<file path="src/rtl/retire_if.sv">
// Retire-stage types and the execute<->retire/commit bundle.
// Master drives the execute-side inputs; slave is the retire stage.
package retire_pkg;
    typedef enum logic [4:0] {
        NOP, ADD, SUB, AND_OP, OR_OP, XOR_OP, SLT, SLTU,
        SLL, SRL, SRA, LUI, AUIPC,
        LB, LBU, LH, LHU, LW,
        SB, SH, SW,
        BEQ, BNE, BLT, BGE, JAL, JALR
    } iType_e;
endpackage

interface retire_if #(
    parameter int INSTRET_WIDTH = 64
);
    import retire_pkg::*;

    logic [31:0]            instruction_i;
    logic [31:0]            pc_i;
    iType_e                 instruction_operation_i;
    logic [1:0][31:0]       result_i;
    logic [2:0]             tag_i;
    logic                   jump_i;
    logic                   write_enable_i;
    logic [3:0]             mem_write_enable_i;
    logic                   exception_i;
    logic [31:0]            mem_data_i;
    logic                   mem_ready_i;

    logic                   regbank_write_enable_o;
    logic [4:0]             regbank_address_o;
    logic [31:0]            regbank_data_o;
    logic [3:0]             mem_write_enable_o;
    logic [31:0]            mem_address_o;
    logic [31:0]            mem_data_o;
    logic                   jump_o;
    logic [31:0]            jump_target_o;
    logic                   exception_o;
    logic [31:0]            exception_pc_o;
    logic [2:0]             current_tag_o;
    logic                   stall_o;
    logic [INSTRET_WIDTH-1:0] instret_o;

    modport slave (
        input  instruction_i, pc_i, instruction_operation_i, result_i,
        input  tag_i, jump_i, write_enable_i, mem_write_enable_i,
        input  exception_i, mem_data_i, mem_ready_i,
        output regbank_write_enable_o, regbank_address_o, regbank_data_o,
        output mem_write_enable_o, mem_address_o, mem_data_o,
        output jump_o, jump_target_o, exception_o, exception_pc_o,
        output current_tag_o, stall_o, instret_o
    );

    modport master (
        output instruction_i, pc_i, instruction_operation_i, result_i,
        output tag_i, jump_i, write_enable_i, mem_write_enable_i,
        output exception_i, mem_data_i, mem_ready_i,
        input  regbank_write_enable_o, regbank_address_o, regbank_data_o,
        input  mem_write_enable_o, mem_address_o, mem_data_o,
        input  jump_o, jump_target_o, exception_o, exception_pc_o,
        input  current_tag_o, stall_o, instret_o
    );
endinterface

</file>
<file path="src/rtl/retire.sv">
// Retire stage: liveness by tag, write-back, load extension,
// store handshake, jump/trap redirect and instret counting.
module retire #(
    parameter int INSTRET_WIDTH = 64
) (
    input  logic     clk,
    input  logic     reset,
    retire_if.slave  bus
);
    import retire_pkg::*;

    typedef enum logic {RUN, STORE_WAIT} state_e;

    state_e                   state_q, state_d;
    logic [2:0]               tag_q, tag_d;
    logic [INSTRET_WIDTH-1:0] instret_q, instret_d;

    logic        tag_hit, live, is_store, run;
    logic        stall, commit, redirect;
    logic [4:0]  rd;
    logic [1:0]  off;
    logic [31:0] shifted, wb_data;
    logic [7:0]  bval;
    logic [15:0] hval;
    logic        unused_instr;

    assign unused_instr = ^{bus.instruction_i[31:12], bus.instruction_i[6:0]};

    always_comb begin
        tag_hit  = bus.tag_i == tag_q;
        live     = tag_hit & ~bus.exception_i;
        is_store = bus.instruction_operation_i inside {SB, SH, SW};
        run      = state_q == RUN;
        rd       = bus.instruction_i[11:7];
        off      = bus.result_i[0][1:0];
        shifted  = bus.mem_data_i >> {off, 3'b000};
        bval     = shifted[7:0];
        hval     = off[1] ? bus.mem_data_i[31:16] : bus.mem_data_i[15:0];

        // a stalled store is already live; it finishes on the ready cycle
        stall    = live & is_store & ~bus.mem_ready_i;
        commit   = live & (is_store ? bus.mem_ready_i : run);
        redirect = (tag_hit & bus.exception_i) | (live & bus.jump_i & run);

        unique case (bus.instruction_operation_i)
            LB:      wb_data = {{24{bval[7]}}, bval};
            LBU:     wb_data = {24'b0, bval};
            LH:      wb_data = {{16{hval[15]}}, hval};
            LHU:     wb_data = {16'b0, hval};
            LW:      wb_data = bus.mem_data_i;
            default: wb_data = bus.result_i[0];
        endcase

        state_d   = stall ? STORE_WAIT : RUN;
        tag_d     = tag_q + 3'(redirect);
        instret_d = instret_q + INSTRET_WIDTH'(commit);
    end

    always_ff @(posedge clk or posedge reset) begin
        if (reset) begin
            state_q   <= RUN;
            tag_q     <= '0;
            instret_q <= '0;
        end else begin
            state_q   <= state_d;
            tag_q     <= tag_d;
            instret_q <= instret_d;
        end
    end

    always_comb begin
        bus.regbank_write_enable_o = 1'b0;
        bus.regbank_address_o      = '0;
        bus.regbank_data_o         = '0;
        bus.mem_write_enable_o     = '0;
        bus.mem_address_o          = '0;
        bus.mem_data_o             = '0;
        bus.jump_o                 = 1'b0;
        bus.jump_target_o          = '0;
        bus.exception_o            = 1'b0;
        bus.exception_pc_o         = '0;
        bus.current_tag_o          = '0;
        bus.stall_o                = 1'b0;
        bus.instret_o              = '0;
        if (!reset) begin
            bus.regbank_write_enable_o =
                live & bus.write_enable_i & (rd != 5'd0) & run;
            bus.regbank_address_o  = rd;
            bus.regbank_data_o     = wb_data;
            bus.mem_write_enable_o =
                (live & is_store) ? bus.mem_write_enable_i : 4'b0;
            bus.mem_address_o      = {bus.result_i[0][31:2], 2'b00};
            bus.mem_data_o         = bus.result_i[1];
            bus.jump_o             = live & bus.jump_i & run;
            bus.jump_target_o      = bus.result_i[1];
            bus.exception_o        = tag_hit & bus.exception_i;
            bus.exception_pc_o     = bus.pc_i;
            bus.current_tag_o      = tag_q;
            bus.stall_o            = stall;
            bus.instret_o          = instret_q;
        end
    end
endmodule

</file>
<file path="src/flat_wrapper.sv">
// flat-port wrapper written by rule: the top's interface ports become plain ports
module retire_flat import retire_pkg::*;
#(
    parameter int INSTRET_WIDTH = 64
)
  (clk, reset, bus_instruction_i, bus_pc_i, bus_instruction_operation_i, bus_result_i, bus_tag_i, bus_jump_i, bus_write_enable_i, bus_mem_write_enable_i, bus_exception_i, bus_mem_data_i, bus_mem_ready_i, bus_regbank_write_enable_o, bus_regbank_address_o, bus_regbank_data_o, bus_mem_write_enable_o, bus_mem_address_o, bus_mem_data_o, bus_jump_o, bus_jump_target_o, bus_exception_o, bus_exception_pc_o, bus_current_tag_o, bus_stall_o, bus_instret_o);
  retire_if #(.INSTRET_WIDTH(INSTRET_WIDTH)) bus_i ();
  input  logic clk;
  input  logic reset;
  input wire logic [$bits(bus_i.instruction_i)-1:0] bus_instruction_i;
  input wire logic [$bits(bus_i.pc_i)-1:0] bus_pc_i;
  input wire logic [$bits(bus_i.instruction_operation_i)-1:0] bus_instruction_operation_i;
  input wire logic [$bits(bus_i.result_i)-1:0] bus_result_i;
  input wire logic [$bits(bus_i.tag_i)-1:0] bus_tag_i;
  input wire logic [$bits(bus_i.jump_i)-1:0] bus_jump_i;
  input wire logic [$bits(bus_i.write_enable_i)-1:0] bus_write_enable_i;
  input wire logic [$bits(bus_i.mem_write_enable_i)-1:0] bus_mem_write_enable_i;
  input wire logic [$bits(bus_i.exception_i)-1:0] bus_exception_i;
  input wire logic [$bits(bus_i.mem_data_i)-1:0] bus_mem_data_i;
  input wire logic [$bits(bus_i.mem_ready_i)-1:0] bus_mem_ready_i;
  output wire logic [$bits(bus_i.regbank_write_enable_o)-1:0] bus_regbank_write_enable_o;
  output wire logic [$bits(bus_i.regbank_address_o)-1:0] bus_regbank_address_o;
  output wire logic [$bits(bus_i.regbank_data_o)-1:0] bus_regbank_data_o;
  output wire logic [$bits(bus_i.mem_write_enable_o)-1:0] bus_mem_write_enable_o;
  output wire logic [$bits(bus_i.mem_address_o)-1:0] bus_mem_address_o;
  output wire logic [$bits(bus_i.mem_data_o)-1:0] bus_mem_data_o;
  output wire logic [$bits(bus_i.jump_o)-1:0] bus_jump_o;
  output wire logic [$bits(bus_i.jump_target_o)-1:0] bus_jump_target_o;
  output wire logic [$bits(bus_i.exception_o)-1:0] bus_exception_o;
  output wire logic [$bits(bus_i.exception_pc_o)-1:0] bus_exception_pc_o;
  output wire logic [$bits(bus_i.current_tag_o)-1:0] bus_current_tag_o;
  output wire logic [$bits(bus_i.stall_o)-1:0] bus_stall_o;
  output wire logic [$bits(bus_i.instret_o)-1:0] bus_instret_o;
  assign bus_i.instruction_i = bus_instruction_i;
  assign bus_i.pc_i = bus_pc_i;
  assign bus_i.instruction_operation_i = bus_instruction_operation_i;
  assign bus_i.result_i = bus_result_i;
  assign bus_i.tag_i = bus_tag_i;
  assign bus_i.jump_i = bus_jump_i;
  assign bus_i.write_enable_i = bus_write_enable_i;
  assign bus_i.mem_write_enable_i = bus_mem_write_enable_i;
  assign bus_i.exception_i = bus_exception_i;
  assign bus_i.mem_data_i = bus_mem_data_i;
  assign bus_i.mem_ready_i = bus_mem_ready_i;
  assign bus_regbank_write_enable_o = bus_i.regbank_write_enable_o;
  assign bus_regbank_address_o = bus_i.regbank_address_o;
  assign bus_regbank_data_o = bus_i.regbank_data_o;
  assign bus_mem_write_enable_o = bus_i.mem_write_enable_o;
  assign bus_mem_address_o = bus_i.mem_address_o;
  assign bus_mem_data_o = bus_i.mem_data_o;
  assign bus_jump_o = bus_i.jump_o;
  assign bus_jump_target_o = bus_i.jump_target_o;
  assign bus_exception_o = bus_i.exception_o;
  assign bus_exception_pc_o = bus_i.exception_pc_o;
  assign bus_current_tag_o = bus_i.current_tag_o;
  assign bus_stall_o = bus_i.stall_o;
  assign bus_instret_o = bus_i.instret_o;
  retire #(.INSTRET_WIDTH(INSTRET_WIDTH)) u_core (.clk(clk), .reset(reset), .bus(bus_i));
endmodule
</file>
<file path="config.mk">
export PLATFORM = sky130hd
export DESIGN_NAME = retire_flat
export DESIGN_NICKNAME = d
export VERILOG_FILES = /design/src/rtl/retire_if.sv /design/src/rtl/retire.sv /design/src/flat_wrapper.sv
export SDC_FILE = /design/constraint.sdc
export NUM_CORES = 1
export LEC_CHECK = 0
export ABC_AREA = 1
export ABC_CLOCK_PERIOD_IN_PS = 3400
export CORE_AREA = 2 2 162 164
export CTS_CLUSTER_DIAMETER = 80
export DETAILED_ROUTE_END_ITERATION = 8
export DIE_AREA = 0 0 164 166
export GPL_TIMING_DRIVEN = 0
export HOLD_SLACK_MARGIN = 0.12
export PLACE_DENSITY = 0.68
export SYNTH_ARGS = -nofsm -noshare
export SYNTH_HDL_FRONTEND = slang
export SYNTH_SLANG_ARGS = --single-unit
</file>
<file path="constraint.sdc">
create_clock -name clk -period 3.4 [get_ports clk]
set_clock_uncertainty 0.05 [all_clocks]
set_input_delay 0.68 -clock clk [delete_from_list [all_inputs] [get_ports clk]]
set_output_delay 0.68 -clock clk [all_outputs]
set_load 0.02 [all_outputs]
</file>
==> results of run 1 <==
-- worst paths after layout --
path | startpoint | end | slack, ps | cells after the start
max in group asynchronous | reset | u_core.instret_q[24]$_DFF_PP0_ | 2120 | 4
setup / recovery | reset | bus_mem_data_o[6] | 60 | 6
min in group clk | u_core.instret_q[63]$_DFF_PP0_ | u_core.instret_q[63]$_DFF_PP0_ | 460 | 2
hold / removal | reset | u_core.state_q$_DFF_PP0_ | 460 | 2
hold reg to reg | u_core.instret_q[63]$_DFF_PP0_ | u_core.instret_q[63]$_DFF_PP0_ | 460 | 2
setup reg to reg | u_core.tag_q[0]$_DFF_PP0_ | u_core.instret_q[48]$_DFF_PP0_ | 600 | 13
-- kinds of logic (layout without fill, tap and decap cells) --
logic type | after synthesis | count (layout)
compound gates | 38 | 38
xor+xnor | 50 | 50
fa+ha+maj | 4 | 4
buf+inv | 274 | 685
flops | 68 | 68
other cells | 1 | 6
simple gates | 760 | 760
-- what timing repair did --
| action | CTS | global route |
|---|---|---|
| buffers inserted | 1 | 6 |
| hold buffers | 0 | 0 |
| pin swaps | 1 | 4 |
| endpoints found under the setup margin | 160 | 45 |
| resized for setup | 63 | 39 |
-- flip-flops by register name (all words and copies together), names as in the netlist --
register	count
u_core.instret_q	64
u_core.tag_q	3
u_core.state_q	1
-- where the power goes --
group	switching [uW]	internal, uW	total, uW
sequential	58.9	857	916
clock	374	736	1110
combinational	636	557	1190
-- per-stage QoR --
step	setup slack, ps	instances	total power [uW]	TNS (ps)	cell area [um2]
2_1_floorplan	171.2	1196	1483	0	6719
3_3_place_gp	-1028	1917	2110	-25310	11000
3_5_place_dp	-597.1	1919	2128	-21050	11050
4_1_cts	7.422	1936	3228	0	11410
5_1_grt	-33.53	1945	3371	-94.02	11470
6_report	61.75	1946	3220	0	11470
-- routing by layer --
layer	vias to the layer above	GRT usage (%)
met5	-	0
met4	2	7.857
met3	49	5.894
met2	339	43.37
met1	3926	27.14
li1	4307	-
-- placed cells by master (no fill, tap or decap), drive strengths merged, types with 4 or more instances in the layout --
cell and instances:
xor2 47, dlymetal6s2s 4, ha 4, clkdlybuf4s15 4
dlygate4sd2 23, o21ai 15, and2 5, inv 204
nand4 9, a21oi 21, clkdlybuf4s50 344, clkbuf 37
dfrtp 68, buf 62, nor3 7, nor2 377
nand2 286, nand3 70, diode 4
-- worst register-to-register path: cells and delay by family, from the launching register on --
kind                     cells  cell delay [ps]
buffers and inverters        1              110
flip-flops                   1              430
XOR/XNOR                     2              400
AO/OA/AOI/OAI                1              100
adder cells (fa/ha/maj)      2              460
AND/OR/NAND/NOR              7             1130
-- cells in the mapped netlist, types with 3 or more instances --
cell type  number  area [um2]
a21oi_1        20       100.1
and2_1          5       31.28
buf_2           8       40.04
buf_4          37       277.8
buf_6           3       33.78
clkbuf_1       21       78.83
dfrtp_1        68        1702
ha_1            4       50.05
inv_1         203       762.0
nand2_1       281        1055
nand2_2         3       18.77
nand3_1        68       340.3
nand3b_1        3       22.52
nand4_1         9       56.30
nor2_1        368        1381
nor2_2          4       25.02
nor2_4          5       56.30
nor3_1          3       15.01
nor3_2          4       40.04
o21ai_0        15       75.07
xnor2_1         3       26.28
xor2_1         47       411.6
-- layout make-up --
class                           count  area, um2  area share, %
Clock inverter                      6      111.4         0.9709
Multi-Input combinational cell    854       3882          33.85
Timing Repair Buffer              395       3890          33.91
Inverter                          205      773.2          6.742
Tap cell                          335      419.2          3.654
Clock buffer                       10      239.0          2.084
Buffer                             69      442.9          3.862
Antenna cell                        4      10.01        0.08727
Sequential cell                    68       1702          14.84
==> results.sh, run 1 <==
export IMPL_clock_root_buffer="clkbuf_16"
export IMPL_maxUsedRoutingLayer="met5"
export IMPL_hpwl_um=28620
export IMPL_dr_pass1_iters=5
export IMPL_min_period_over_period_pct=98.18
export IMPL_synth_area_um2=6711
export IMPL_synth_cell_types=32
export IMPL_drc=0
export IMPL_cp_top_family="buffers and inverters"
export IMPL_postSynthCellCount=1195
export IMPL_synth_edf_count=0
export IMPL_slew_headroom_pct=60.26
export IMPL_startpoint_type="input pin"
export IMPL_die_area_um2=27220
export IMPL_start_util_pct=26.20
export IMPL_grt_overflow_total=0
export IMPL_clock_fmax_mhz=299.6
export IMPL_die_y_um=166
export IMPL_path_max_fanout=10
export IMPL_synth_warnings=0
export IMPL_seq_area_frac_synth_pct=25.35
export IMPL_crit_chain="buf_2 -> clkbuf_2 -> clkbuf_1 -> nor2_1 -> buf_4 -> clkdlybuf4s50_1"
export IMPL_clk_latency_ps=340
export IMPL_p_per_area_nw_per_um2=280.8
export IMPL_slew_viol_final=0
export IMPL_dr_first_iter_drc_count=559
export IMPL_clock_path_buffers=2
export IMPL_gp_congestion=0.9420
export IMPL_avgViaCountPerCell=4.431
export IMPL_antenna_found_initial=6
export IMPL_vias=8623
export IMPL_met2_length_um=16830
export IMPL_grt_pass1_wl_um=49420
export IMPL_wire_per_inst_um=17.15
export IMPL_cts_num_sinks=68
export IMPL_synth_top_family_by_area="simple AND/OR/NAND/NOR gates"
export IMPL_core_area_um2=25620
export IMPL_fin_crit_ps=3338
export IMPL_status="completed"
export IMPL_async_flop_share_pct=100.0
export IMPL_hold_viol=0
export IMPL_synth_area_per_cell_um2=5.616
export IMPL_final_util_pct=44.78
export IMPL_io_buffers=386
export IMPL_synth_ff_type="dfrtp_1"
export IMPL_cp_data_required_time_ps=2670
export IMPL_ant_nets=0
export IMPL_irDropWorstVdd_v=0.0002186
export IMPL_fp_row_count=59
export IMPL_io_pin_count=418
export IMPL_crit_path_top_delay_cell="clkdlybuf4s50_1"
export IMPL_cts_tree="built"
export IMPL_grt_usage_pct=23.91
export IMPL_cp_num_buf_inv=5
export IMPL_syn_to_final_growth_pct=70.90
export IMPL_crit_type="input pin to primary output"
export IMPL_cp_slowest_stage_delay_ps=530
export IMPL_met1_length_um=12750
export IMPL_timing_hold_ws_ps=455.7
export IMPL_synth_simple_gate_area_share_pct=46.36
export IMPL_rsz0062_at_grt="true"
export IMPL_synth_xor_area_share_pct=6.525
export IMPL_die_w_um=164
export IMPL_max_cap_violations=0
export IMPL_path_clk_slew_ps=60
export IMPL_cts_htree_levels=3
export IMPL_routed_wl_met3_um=2710
export IMPL_setup_viol=0
export IMPL_hold_class="input pin to asynchronous set/reset pin"
export IMPL_cp_arrival_ps=2610
export IMPL_critPathCaptureType="primary output"
export IMPL_drive_above_1_share_pct=7.903
export IMPL_leakage_uw=0.005682
export IMPL_wl_um=33380
export IMPL_synth_fa_ha_area_share_pct=0.7457
export IMPL_cts_buffers_inserted=9
export IMPL_synth_seq_cells=68
export IMPL_synthMuxAreaShare_pct=0
export IMPL_synth_compound_area_share_pct=3.076
export IMPL_grt_max_degree=27
export IMPL_grt_pass1_vias=8511
export IMPL_finalNetCount=1784
export IMPL_worst_pin_slew_ps=594.8
export IMPL_fillers=2714
Note: power is estimated with default switching activity, not from simulation.
==> run 2: changes to the inputs <==
Settings changed: CAP_MARGIN from default to 20, GPL_TIMING_DRIVEN 0 to default.
==> results.sh, run 2 (synthesized netlist as in run 1, its figures left out) <==
export IMPL_io_pin_count=418
export IMPL_fin_area_um2=11410
export IMPL_finalNetCount=1771
export IMPL_fp_row_count=59
export IMPL_vias=8434
export IMPL_status="completed"
export IMPL_cp_slowest_stage_delay_ps=500
export IMPL_drc=0
export IMPL_avgViaCountPerCell=4.363
export IMPL_cts_tree="built"
export IMPL_clock_path_buffers=2
export IMPL_timing_hold_ws_ps=455.0
export IMPL_gp_congestion=0.9620
export IMPL_cts_htree_levels=3
export IMPL_largest_register="u_core.instret_q"
export IMPL_syn_to_final_growth_pct=70.08
export IMPL_worst_path_most_repeated_cell="buf_4"
export IMPL_rsz0062_at_grt="false"
export IMPL_die_w_um=164
export IMPL_p_seq_share_pct=30.1
export IMPL_pwr_share_clk_pct=31.0
export IMPL_crit_type="input pin to primary output"
export IMPL_antenna_found_initial=7
export IMPL_clk_latency_ps=340
export IMPL_slew_viol_final=0
export IMPL_drive_above_1_share_pct=7.470
export IMPL_irDropWorstVdd_v=0.0002051
export IMPL_fillers=2681
export IMPL_path_max_fanout=4
export IMPL_cts_num_sinks=68
export IMPL_p_sw_uw=1020
export IMPL_cp_num_buf_inv=7
export IMPL_cp_data_required_time_ps=2670
export IMPL_wire_per_inst_um=16.63
export IMPL_crit_path_top_delay_cell="clkdlybuf4s50_1"
export IMPL_grt_pass1_wl_um=47910
export IMPL_slew_headroom_pct=38.27
export IMPL_worst_pin_slew_ps=926.0
export IMPL_core_area_um2=25620
export IMPL_grt_overflow_total=0
export IMPL_post_layout_nonfiller_instances=1933
export IMPL_critPathCaptureType="primary output"
export IMPL_design_power_total_uw=3017
export IMPL_clock_fmax_mhz=303.3
export IMPL_hold_viol=0
export IMPL_path_clk_slew_ps=50
export IMPL_grt_usage_pct=23.04
export IMPL_start_util_pct=26.20
export IMPL_grt_max_degree=69
export IMPL_max_cap_violations=0
export IMPL_reg_largest_list="u_core.instret_q: 64 flops, u_core.tag_q: 3 flops, u_core.state_q: 1 flops"
export IMPL_dr_first_iter_drc_count=535
export IMPL_reg2reg_from="u_core.tag_q[2]$_DFF_PP0_"
export IMPL_ant_nets=0
export IMPL_p_int_uw=1997
export IMPL_hpwl_um=27430
export IMPL_io_buffers=388
export IMPL_hold_class="register to register"
export IMPL_crit_chain="clkdlybuf4s50_1 -> buf_4 -> inv_1 -> nand2_1 -> nor2_4 -> nand3_4 -> buf_4 -> buf_4 -> nand3_1 -> nor2_1 -> nor2_1 -> buf_4 -> buf_12"
export IMPL_fin_crit_ps=3297
export IMPL_hold_start="u_core.instret_q[63]$_DFF_PP0_"
export IMPL_pwr_share_comb_pct=38.8
export IMPL_post_dp_cell_area_um2=11170
export IMPL_switching_share_pct=33.80
export IMPL_die_y_um=166
export IMPL_cts_buffers_inserted=9
export IMPL_leakage_uw=0.005632
export IMPL_min_period_over_period_pct=96.98
export IMPL_die_area_um2=27220
export IMPL_p_per_area_nw_per_um2=264.3
export IMPL_cp_arrival_ps=2570
export IMPL_setup_viol=0
export IMPL_grt_pass1_vias=8386
export IMPL_cp_top_family="buffers and inverters"
export IMPL_dr_pass1_iters=7
export IMPL_wl_um=32150
export IMPL_final_util_pct=44.56
export IMPL_layout_commonest_cell="nor2_1"
export IMPL_startpoint="bus_instruction_operation_i[1]"
export IMPL_clock_root_buffer="clkbuf_16"
export IMPL_placed_cells=1912
export IMPL_largest_reg_flops=64
export IMPL_startpoint_type="input pin"
export IMPL_final_cell_mix="nor2_1, clkdlybuf4s50_1, nand2_1"
==> run 2: final cells by class <==
| type | count | area (um2) | area share, % |
|---|---|---|---|
| timing repair buffer | 451 | 4407 | 38.61 |
| multi-input combinational | 854 | 3816 | 33.43 |
| sequential | 68 | 1702 | 14.91 |
| inverter | 205 | 773.2 | 6.774 |
| tap | 335 | 419.2 | 3.672 |
| clock buffer | 13 | 250.2 | 2.192 |
| clock inverter | 2 | 35.03 | 0.3069 |
| antenna | 5 | 12.51 | 0.1096 |
==> run 2: worst paths after layout <==
| path | depth (start not counted) | to | slack, ps |
|---|---|---|---|
| worst max-delay path | 13 | bus_regbank_data_o[8] | 100 |
| worst min register to register | 2 | u_core.instret_q[63]$_DFF_PP0_ | 450 |
| min in group asynchronous | 3 | u_core.instret_q[11]$_DFF_PP0_ | 820 |
| worst min-delay path | 2 | u_core.instret_q[63]$_DFF_PP0_ | 450 |
| worst max register to register | 14 | u_core.instret_q[32]$_DFF_PP0_ | 770 |
| max in group asynchronous | 3 | u_core.instret_q[54]$_DFF_PP0_ | 1850 |
==> run 2: power groups by stage <==
stage          Sequential (uW)  Clock [uW]  Combinational (uW)
2_1_floorplan              910           0                 573
5_1_grt                    919         978                1270
6_report                   910         937                1170
3_3_place_gp               923           0                1190
3_5_place_dp               925           0                1200
4_1_cts                    911         944                1190
==> run 2: layer usage <==
layer / vias to the layer above / track usage, % / routed length, um
met5: - / 0 / 13
met4: 2 / 6.560 / 740
met2: 279 / 42.09 / 16310
li1: 4283 / - / -
met3: 44 / 6.469 / 2625
met1: 3826 / 25.82 / 12460
==> run 2: timing repair <==
action	CTS	global route
gates resized for setup	32	27
hold buffers	0	0
hold endpoints to repair	0	0
pin swaps	1	1
buffers inserted	1	0
endpoints found under the setup margin	32	25
==> run 2: worst reg2reg max path, delay by kind of cell, from the launching register on <==
kind,cells,cell delay [ps]
flip-flops,1,410
adder cells (fa/ha/maj),2,380
AO/OA/AOI/OAI,1,100
buffers and inverters,2,220
AND/OR/NAND/NOR,7,960
XOR/XNOR,2,390
==> run 2: stage by stage <==
stage	TNS, ps	setup slack (ps)
2_1_floorplan	0	171.2
3_3_place_gp	-3573	-165.2
3_5_place_dp	-4620	-205.6
4_1_cts	0	91.64
5_1_grt	0	0.5114
6_report	0	102.7
